===== config.mk =====
export PLATFORM = sky130hd
export DESIGN_NAME = debug_cmd_master
export DESIGN_NICKNAME = d
export VERILOG_FILES = /design/src/rtl/debug_cmd_master.sv
export SDC_FILE = /design/constraint.sdc
export NUM_CORES = 1
export LEC_CHECK = 0
export BUFFER_PORTS_ARGS = -buffer_cell sky130_fd_sc_hd__buf_2
export CORE_ASPECT_RATIO = 1.25
export CORE_MARGIN = 4
export CORE_UTILIZATION = 55
export DETAILED_ROUTE_END_ITERATION = 8
export PLACE_DENSITY = 0.92
export SLEW_MARGIN = 5
export SYNTH_ARGS = -nofsm -noshare
export SYNTH_HDL_FRONTEND = slang
export SYNTH_SLANG_ARGS = --single-unit

===== constraint.sdc =====
create_clock -name clk -period 4.1 [get_ports clk]
set_clock_uncertainty 0.05 [all_clocks]
set_input_delay 0.41 -clock clk [delete_from_list [all_inputs] [get_ports clk]]
set_output_delay 0.41 -clock clk [all_outputs]
set_load 0.1 [all_outputs]

===== src/rtl/debug_cmd_master.sv =====
// Byte-stream command master for the CPU debug access port: parses READ/WRITE frames,
// issues one debug access per frame and streams status/read data back. Optional macro: DBG_CMD_AUTOINC_EN.
module debug_cmd_master #(
  parameter int TIMEOUT_CYCLES = 16,
  parameter int TO_W           = 8
) (
  input  logic        clk,
  input  logic        reset,
  input  logic        cmd_valid,
  input  logic [7:0]  cmd_data,
  output logic        cmd_ready,
  output logic        rsp_valid,
  output logic [7:0]  rsp_data,
  input  logic        rsp_ready,
  output logic        dbg_enable,
  output logic [11:0] dbg_addr,
  output logic        dbg_read,
  output logic        dbg_write,
  output logic [31:0] dbg_write_data,
  input  logic [31:0] dbg_read_data,
  input  logic        dbg_ready,
  output logic        busy
);

  typedef enum logic [2:0] {
    S_IDLE, S_ADDR_HI, S_ADDR_LO, S_WDATA, S_ISSUE, S_WAIT, S_RSP_STATUS, S_RSP_DATA
  } state_t;

  localparam logic [7:0] OP_READ       = 8'h01;
  localparam logic [7:0] OP_WRITE      = 8'h02;
  localparam logic [7:0] ST_OK         = 8'h00;
  localparam logic [7:0] ST_TIMEOUT    = 8'hEE;
  localparam logic [7:0] ST_ILLEGAL    = 8'hFF;
  // Expire when the incremented count reaches TIMEOUT_CYCLES-1, so the status byte
  // appears TIMEOUT_CYCLES cycles after the strobe.
  localparam logic [TO_W-1:0] TO_LAST  = TO_W'(TIMEOUT_CYCLES - 2);

  state_t           state_q, state_d;
  logic             is_write_q, is_write_d;
  logic [11:0]      addr_q, addr_d;
  logic [31:0]      wdata_q, wdata_d;
  logic [31:0]      rdata_q, rdata_d;
  logic [7:0]       status_q, status_d;
  logic [1:0]       cnt_q, cnt_d;
  logic [TO_W-1:0]  to_q, to_d;
  logic             cmd_ready_q, cmd_ready_d;
  logic             cmd_fire, rsp_fire;
`ifdef DBG_CMD_AUTOINC_EN
  localparam logic [7:0] OP_READ_NEXT  = 8'h03;
  localparam logic [7:0] OP_WRITE_NEXT = 8'h04;
  logic [11:0]      next_addr_q, next_addr_d;
`endif

  assign cmd_fire = cmd_valid && cmd_ready_q;
  assign rsp_fire = rsp_valid && rsp_ready;

  always_comb begin
    state_d     = state_q;
    is_write_d  = is_write_q;
    addr_d      = addr_q;
    wdata_d     = wdata_q;
    rdata_d     = rdata_q;
    status_d    = status_q;
    cnt_d       = cnt_q;
    to_d        = to_q;
`ifdef DBG_CMD_AUTOINC_EN
    next_addr_d = next_addr_q;
`endif
    case (state_q)
      S_IDLE: begin
        if (cmd_fire) begin
          case (cmd_data)
            OP_READ: begin
              is_write_d = 1'b0;
              state_d    = S_ADDR_HI;
            end
            OP_WRITE: begin
              is_write_d = 1'b1;
              state_d    = S_ADDR_HI;
            end
`ifdef DBG_CMD_AUTOINC_EN
            OP_READ_NEXT: begin
              is_write_d = 1'b0;
              addr_d     = next_addr_q;
              state_d    = S_ISSUE;
            end
            OP_WRITE_NEXT: begin
              is_write_d = 1'b1;
              addr_d     = next_addr_q;
              cnt_d      = 2'd0;
              state_d    = S_WDATA;
            end
`endif
            default: begin
              status_d = ST_ILLEGAL;
              state_d  = S_RSP_STATUS;
            end
          endcase
        end
      end
      S_ADDR_HI: begin
        if (cmd_fire) begin
          addr_d[11:8] = cmd_data[3:0];
          state_d      = S_ADDR_LO;
        end
      end
      S_ADDR_LO: begin
        if (cmd_fire) begin
          addr_d[7:0] = cmd_data;
          cnt_d       = 2'd0;
          state_d     = is_write_q ? S_WDATA : S_ISSUE;
        end
      end
      S_WDATA: begin
        if (cmd_fire) begin
          wdata_d = {wdata_q[23:0], cmd_data};
          cnt_d   = cnt_q + 2'd1;
          if (cnt_q == 2'd3) state_d = S_ISSUE;
        end
      end
      S_ISSUE: begin
        to_d    = '0;
        state_d = S_WAIT;
      end
      S_WAIT: begin
        // A ready on the expiry cycle still wins over the timeout.
        if (dbg_ready) begin
          status_d = ST_OK;
          if (!is_write_q) rdata_d = dbg_read_data;
`ifdef DBG_CMD_AUTOINC_EN
          next_addr_d = addr_q + 12'd1;
`endif
          state_d  = S_RSP_STATUS;
        end else if (to_q == TO_LAST) begin
          status_d = ST_TIMEOUT;
          state_d  = S_RSP_STATUS;
        end else begin
          to_d = to_q + TO_W'(1);
        end
      end
      S_RSP_STATUS: begin
        if (rsp_fire) begin
          cnt_d   = 2'd0;
          state_d = (!is_write_q && status_q == ST_OK) ? S_RSP_DATA : S_IDLE;
        end
      end
      S_RSP_DATA: begin
        if (rsp_fire) begin
          cnt_d = cnt_q + 2'd1;
          if (cnt_q == 2'd3) state_d = S_IDLE;
        end
      end
      default: state_d = S_IDLE;
    endcase
    cmd_ready_d = (state_d == S_IDLE) || (state_d == S_ADDR_HI) ||
                  (state_d == S_ADDR_LO) || (state_d == S_WDATA);
  end

  always_ff @(posedge clk or posedge reset) begin
    if (reset) begin
      state_q     <= S_IDLE;
      is_write_q  <= 1'b0;
      addr_q      <= '0;
      wdata_q     <= '0;
      rdata_q     <= '0;
      status_q    <= '0;
      cnt_q       <= '0;
      to_q        <= '0;
      cmd_ready_q <= 1'b0;
`ifdef DBG_CMD_AUTOINC_EN
      next_addr_q <= '0;
`endif
    end else begin
      state_q     <= state_d;
      is_write_q  <= is_write_d;
      addr_q      <= addr_d;
      wdata_q     <= wdata_d;
      rdata_q     <= rdata_d;
      status_q    <= status_d;
      cnt_q       <= cnt_d;
      to_q        <= to_d;
      cmd_ready_q <= cmd_ready_d;
`ifdef DBG_CMD_AUTOINC_EN
      next_addr_q <= next_addr_d;
`endif
    end
  end

  always_comb begin
    rsp_data = 8'h00;
    if (state_q == S_RSP_STATUS) begin
      rsp_data = status_q;
    end else if (state_q == S_RSP_DATA) begin
      case (cnt_q)
        2'd0:    rsp_data = rdata_q[31:24];
        2'd1:    rsp_data = rdata_q[23:16];
        2'd2:    rsp_data = rdata_q[15:8];
        default: rsp_data = rdata_q[7:0];
      endcase
    end
  end

  assign cmd_ready      = cmd_ready_q;
  assign rsp_valid      = (state_q == S_RSP_STATUS) || (state_q == S_RSP_DATA);
  assign dbg_enable     = (state_q == S_ISSUE);
  assign dbg_read       = (state_q == S_ISSUE) && !is_write_q;
  assign dbg_write      = (state_q == S_ISSUE) && is_write_q;
  assign dbg_addr       = addr_q;
  assign dbg_write_data = wdata_q;
  assign busy           = (state_q != S_IDLE);

endmodule


==> summary.md, run 1 <==
| Metric | Value |
|---|---|
| Outcome | `finished, final reports clean` |
| Largest net degree at the start of global routing | `51` |
| Final setup viols | `0` |
| DRT antenna net count | `0` |
| R2r setup slk | `2.01 ns` |
| DRC | `0` |
| CTS max path bufs | `2` |
| Final worst hold slack | `0.0989 ns` |
| Maxcap violations | `0` |
| Non-Filler Instances | `about 530` |
| Setup repair bufs after CTS | `0` |
| Syn Nets | `380` |
| Minimum clock period | `around 2.7 ns` |
| FP Rows | `35` |
| Share of post-route cells with drive strength above 1 | `between 40% and 50%` |
| I/O Pins | `a little over 100` |
| Top FF cell, synth | `dfrtp_1` |
| Drt total wl | `around 9600 µm` |
| Synthesized area per cell | `12.8 µm²` |
| Htree depth | `3` |
| Mapped Area | `4230 µm²` |
| Nets | `481` |
| CTS Hold Buffers Added | `0` |
| Fin crit share | `~67%` |
| Clk slew on worst S/H paths | `around 0.10 ns` |
| Yosys reg bits | `between 90 and 100` |
| CTS tree | `built` |
| Element type at the critical path start | `flop` |
| CTS buffer count | `9` |
| Cts repair resizes | `0` |
| Vias in the first global route | `3063` |
| Core ar. | `around 7400 µm²` |
| Half-perimeter wire length after placement | `between 7000 and 8000 µm` |
| Dominant cell type by area after synthesis | `dfrtp_1` |
| RSZ-0062 raised after global routing | `no` |
| Worst-Skew Late Latency | `~0.35 ns` |
| Vias per inst | `roughly 5.8` |
| Final GP Congestion | `~0.84` |
| Synth unique cells | `53` |
| Max Freq | `between 300 and 400 MHz` |
| Async SR Flop Fraction | `between 90% and 100%` |
| Root Driver | `clkbuf_8` |
| Initial antenna violation count | `0` |
| Sequential area share after synthesis | `between 50% and 60%` |
| Post-synth top cells | `dfrtp_1 (93), mux2_2 (74), nand2_1 (16), o21ai_0 (16), nor2_1 (13)` |
| Die Y | `around 110 µm` |
| Diodes inserted | `0` |
| Max_slew headroom | `48.6%` |
| Max Slew Vio Count | `0` |
| Post-DR wirelength/cell | `between 15 and 20 µm` |
| Post-route cell area | `4990 µm²` |
| Initial Util | `between 50% and 60%` |
| Grt total ovfl | `0` |
| Worst hold-check path type | `primary input to asynchronous set/reset pin` |
| Worst-path fanout max | `8` |
| Global Route Usage Sum | `a little over a fifth` |
| Yosys top cell area share | `around 55%` |
| Synth-to-Final Area Change | `18.2%` |
| Vias | `3050` |
| Die Wd | `around 86 µm` |
| Type of the worst setup path | `flop to output port` |
| Arrival time at the worst endpoint | `~2.3 ns` |
| Actual slew at the worst max-slew pin | `around 0.77 ns` |
| Critical path capture point type | `output port` |
| Critical Path RT | `approximately 3.6 ns` |
| Post-DP Area | `between 4000 and 5000 µm²` |
| DIE AREA | `9160 µm²` |
| DRC marker count from the first detailed-route iteration | `~240` |
| Cells after Synth | `roughly 330` |
| Setup Total Neg Slack | `0 ns` |
| YS warnings | `0` |
| Global-route wire length before repair | `15400 µm` |
| Fin. Hold Viols | `0` |
| Port Buffers | `~100` |
| Drt first pass iters | `4` |
| Count leader, synth | `dfrtp_1` |
| R2R cell count | `3` |
| Placed insts | `between 500 and 600` |
| Synth top area cells | `dfrtp_1 (55%), mux2_2 (20%), a222oi_1 (1.9%), o21ai_0 (1.9%), ha_1 (1.8%)` |
| EDFF count, synth | `0` |
| Clock Sinks | `between 90 and 100` |
-- per-stage QoR --
stage                     worst slack, ns  utilization [%]
after floorplan                   -0.0821                -
after global placement               1.88             64.1
after detailed placement             1.80             64.1
after CTS                            1.41             67.1
after global routing                 1.22             67.1
final                                1.35             67.1
-- state kept, by name, indices dropped and copies added (netlist names), named ones only --
name and count:
dbg_write_data 32, rdata_q 32, dbg_addr 12, to_q 8, cnt_q 2, state_q 2
status_q 2, cmd_ready 1, is_write_q 1
-- kinds of logic (layout without fill, tap and decap cells) --
kind of cell	Yosys count	in the layout	synth area share, %
simple gates	69	69	9.45
xor+xnor	3	3	0.622
compound gates	55	55	8.91
mux	78	78	20.7
flops	93	93	55.1
fa+ha+maj	6	6	1.78
buf+inv	25	130	3.43
-- worst paths after layout --
kind                                       start                 end
min in group clk                dbg_read_data[3]          rdata_q[3]
worst max register to register        state_q[0]         dbg_addr[8]
worst max-delay path                    cnt_q[1]         rsp_data[2]
worst min-delay path                       reset  dbg_write_data[11]
max in group asynchronous                  reset         rdata_q[12]
worst min register to register       dbg_addr[5]         dbg_addr[5]
-- metal layers --
layer / global-route usage, % / part of all wire (%) / vias up
met5: 0 / 0 / -
met4: 8.13 / 2.5 / 0
met3: 3.18 / 4.0 / 18
met2: 36.6 / 53 / 91
met1: 27.0 / 41 / 1537
li1: - / - / 1404
-- layout make-up --
type	count	area, µm²
Fill cell	558	2450
Sequential cell	93	2330
Multi-Input combinational cell	211	1760
Timing Repair Buffer	105	533
Clock buffer	10	138
Tap cell	92	115
Clock inverter	5	83.8
Inverter	10	38.8
-- layout by cell type, fill, tap and decap left out, types with 3 or more instances in the layout --
cell type and instances:
clkbuf_8 10, a21oi_1 12, nor2_2 3, and2_1 3, nor2_1 11, nor4_1 3, buf_2 102, a222oi_1 8
nand3b_1 3, nand2_1 16, or3_1 5, mux2_2 74, ha_1 6, inv_1 9, o21ai_0 16, o22ai_1 3
nand4_1 4, dfrtp_1 93, nand2b_1 6, buf_4 3
-- critical path: stages (launching register included) --
cell      delay (ns)
dfrtp_1         0.43
inv_1           0.11
ha_1            0.32
a222oi_1        0.18
nor2_1          0.12
a21oi_1         0.05
o21ai_0         0.23
buf_2           0.49
Power of run 1 is left out: the tool's default activity adds up to more than one toggle a clock period on the data nets, which glitch-free logic cannot reach.
==> run 2: changes to the inputs <==
--- a/config.mk
+++ b/config.mk
@@ -8,9 +8,9 @@
 export BUFFER_PORTS_ARGS = -buffer_cell sky130_fd_sc_hd__buf_2
 export CORE_ASPECT_RATIO = 1.25
 export CORE_MARGIN = 4
-export CORE_UTILIZATION = 55
+export CORE_UTILIZATION = 48
 export DETAILED_ROUTE_END_ITERATION = 8
-export PLACE_DENSITY = 0.92
+export PLACE_DENSITY = 0.86
 export SLEW_MARGIN = 5
 export SYNTH_ARGS = -nofsm -noshare
 export SYNTH_HDL_FRONTEND = slang
==> constraint.sdc (replaced) <==
create_clock -name clk -period 2.5 [get_ports clk]
set_clock_uncertainty 0.05 [all_clocks]
set_input_delay 0.25 -clock clk [delete_from_list [all_inputs] [get_ports clk]]
set_output_delay 0.25 -clock clk [all_outputs]
set_load 0.1 [all_outputs]
==> run 2 against run 1 <==
Die area is 13% higher. Sequential share of layout area is 2.7 points lower. Worst hold slack worse by 0.039 ns. Register-to-register slack worse by 1.5 ns. Utilization is 5.9 points lower. Critical path depth stayed put. Via count is 1.3% higher. Cell area is 6.1% higher. Sequential cell count stayed put. First-iteration DRC count is 18% lower. Global-route usage is 2.3 points lower. Count of clock-buffer cells in the layout is 1 lower.
==> summary.md, run 2 (same netlist as run 1, synthesis figures left out) <==
| Metric | Value |
|---|---|
| Outcome | `finished, final reports clean` |
| Arrival time at the worst endpoint | `roughly 2.1 ns` |
| Worst hold start | `dbg_read_data[10]` |
| Drt total wl | `roughly 9500 µm` |
| RSZ-0062 raised after global routing | `no` |
| Hold path depth | `2` |
| Worst-path fanout max | `8` |
| Reg-to-Reg End | `dbg_write_data[31]` |
| Max stage delay cell, worst path | `dfrtp_1` |
| Vias | `approximately 3000` |
| Actual slew at the worst max-slew pin | `0.602 ns` |
| Max Slew Vio Count | `0` |
| Buf/Inv on CP | `2` |
| Clk slew on worst S/H paths | `about 0.090 ns` |
| Critical path capture point type | `output port` |
| Htree depth | `3` |
| Stages on worst setup path | `7` |
| Nets | `between 400 and 500` |
| Worst Hold End | `rdata_q[10]` |
| Global-route wire length before repair | `~16000 µm` |
| Most common cell after layout, fill and taps aside | `buf_2` |
| R2R cell count | `4` |
| Global Route Usage Sum | `about a fifth` |
| CTS max path bufs | `2` |
| DRT antenna net count | `0` |
| Synth-to-Final Area Change | `25.4%` |
| Worst-path cell chain | `inv_1 -> ha_2 -> a222oi_1 -> nor2_1 -> a21oi_1 -> o21ai_4 -> buf_12` |
| Max Freq | `425 MHz` |
| Drt first pass iters | `8` |
| Type of the worst setup path | `flop to output port` |
| R2r setup slk | `around 0.48 ns` |
| Max_slew headroom | `59.9%` |
| Critical Path RT | `~2.2 ns` |
| CTS buffer count | `9` |
| Setup Total Neg Slack | `0 ns` |
| Vias per inst | `about 5.5` |
| Element type at the critical path start | `flop` |
| Vias in the first global route | `about 3200` |
| Core ar. | `just under 9000 µm²` |
| Fin crit share | `between 90% and 100%` |
| DIE AREA | `10400 µm²` |
| CTS tree | `built` |
| Root Driver | `clkbuf_8` |
| Final GP Congestion | `roughly 0.82` |
| Minimum clock period | `~2.4 ns` |
| Port Buffers | `approximately 100` |
| Fin. Hold Viols | `0` |
| Most frequent cells in the layout | `buf_2 (93), dfrtp_1 (92), mux2_2 (74)` |
| Grt total ovfl | `0` |
| DRC marker count from the first detailed-route iteration | `just under 200` |
| Largest delay contributor family on the critical path | `compound AO/OA/AOI/OAI gates` |
| Initial Util | `between 40% and 50%` |
| Half-perimeter wire length after placement | `7160 µm` |
| Maxcap violations | `0` |
| Setup repair bufs after CTS | `0` |
| Share of post-route cells with drive strength above 1 | `51.9%` |
| I/O Pins | `103` |
| Max incr delay on CP | `between 0.4 and 0.5 ns` |
| Die Wd | `91.9 µm` |
| Worst-Skew Late Latency | `between 0.3 and 0.4 ns` |
| Reg2Reg Launch Point | `state_q[0]` |
| Largest net degree at the start of global routing | `50` |
| Diodes inserted | `0` |
| Initial antenna violation count | `0` |
| # fillers | `just under 700` |
| Die Y | `between 100 and 150 µm` |
| Post-DR wirelength/cell | `16.9 µm` |
| Final worst hold slack | `about 0.06 ns` |
| Worst hold-check path type | `primary input to flop` |
| DRC | `0` |
| FP Rows | `38` |
| Final setup viols | `0` |
| Clock Sinks | `93` |
==> run 2: how the worst max path moves through the flow <==
stage	startpoint	to
global route	cnt_q[0]	rsp_data[4]
detailed placement	cnt_q[0]	rsp_data[7]
floorplan	flop	rsp_data[1]
CTS	cnt_q[0]	rsp_data[7]
finish	cnt_q[0]	rsp_data[1]
global placement	cnt_q[0]	rsp_data[4]
==> run 2: layout make-up <==
class | instances | area [µm²] | share of cell area [%]
Sequential cell | 93 | 2330 | 44.0
Multi-Input combinational cell | 211 | 1870 | 35.4
Timing Repair Buffer | 111 | 719 | 13.6
Tap cell | 120 | 150 | 2.83
Clock buffer | 9 | 124 | 2.34
Clock inverter | 7 | 57.6 | 1.09
Inverter | 10 | 45.0 | 0.850
==> run 2: what timing repair did <==
action,CTS,global route
pin swaps,1,3
setup endpoints to repair,1,9
hold buffers,1,0
hold endpoints to repair,23,0
cloned,0,0
resized for setup,0,11
==> run 2: metrics by stage <==
stage	area [µm²]	worst slack, ns	instances	util (%)
after CTS	5260	0.0122	561	60.8
after detailed placement	5070	0.409	544	58.6
after floorplan	4320	0.0481	329	-
after global routing	5300	0.00522	561	61.2
final	5300	0.149	561	61.2
after global placement	5070	0.553	544	58.6
==> run 2: layer usage <==
| metal | part of all wire, % | global-route usage (%) | vias to the layer above |
|---|---|---|---|
| met1 | 40 | 24.4 | 1514 |
| met3 | 7.3 | 5.78 | 21 |
| li1 | - | - | 1429 |
| met4 | 2.4 | 7.33 | 0 |
| met2 | 50 | 30.6 | 126 |
| met5 | 0 | 0 | - |
==> run 2: worst register-to-register path: cells and delay by family (launching register included) <==
family / cells / cell delay, ns
buffers and inverters: 1 / 0.37
muxes: 1 / 0.41
and+or+nand+nor: 2 / 0.35
DFF: 1 / 0.74
Power of run 2 is left out for the same reason.
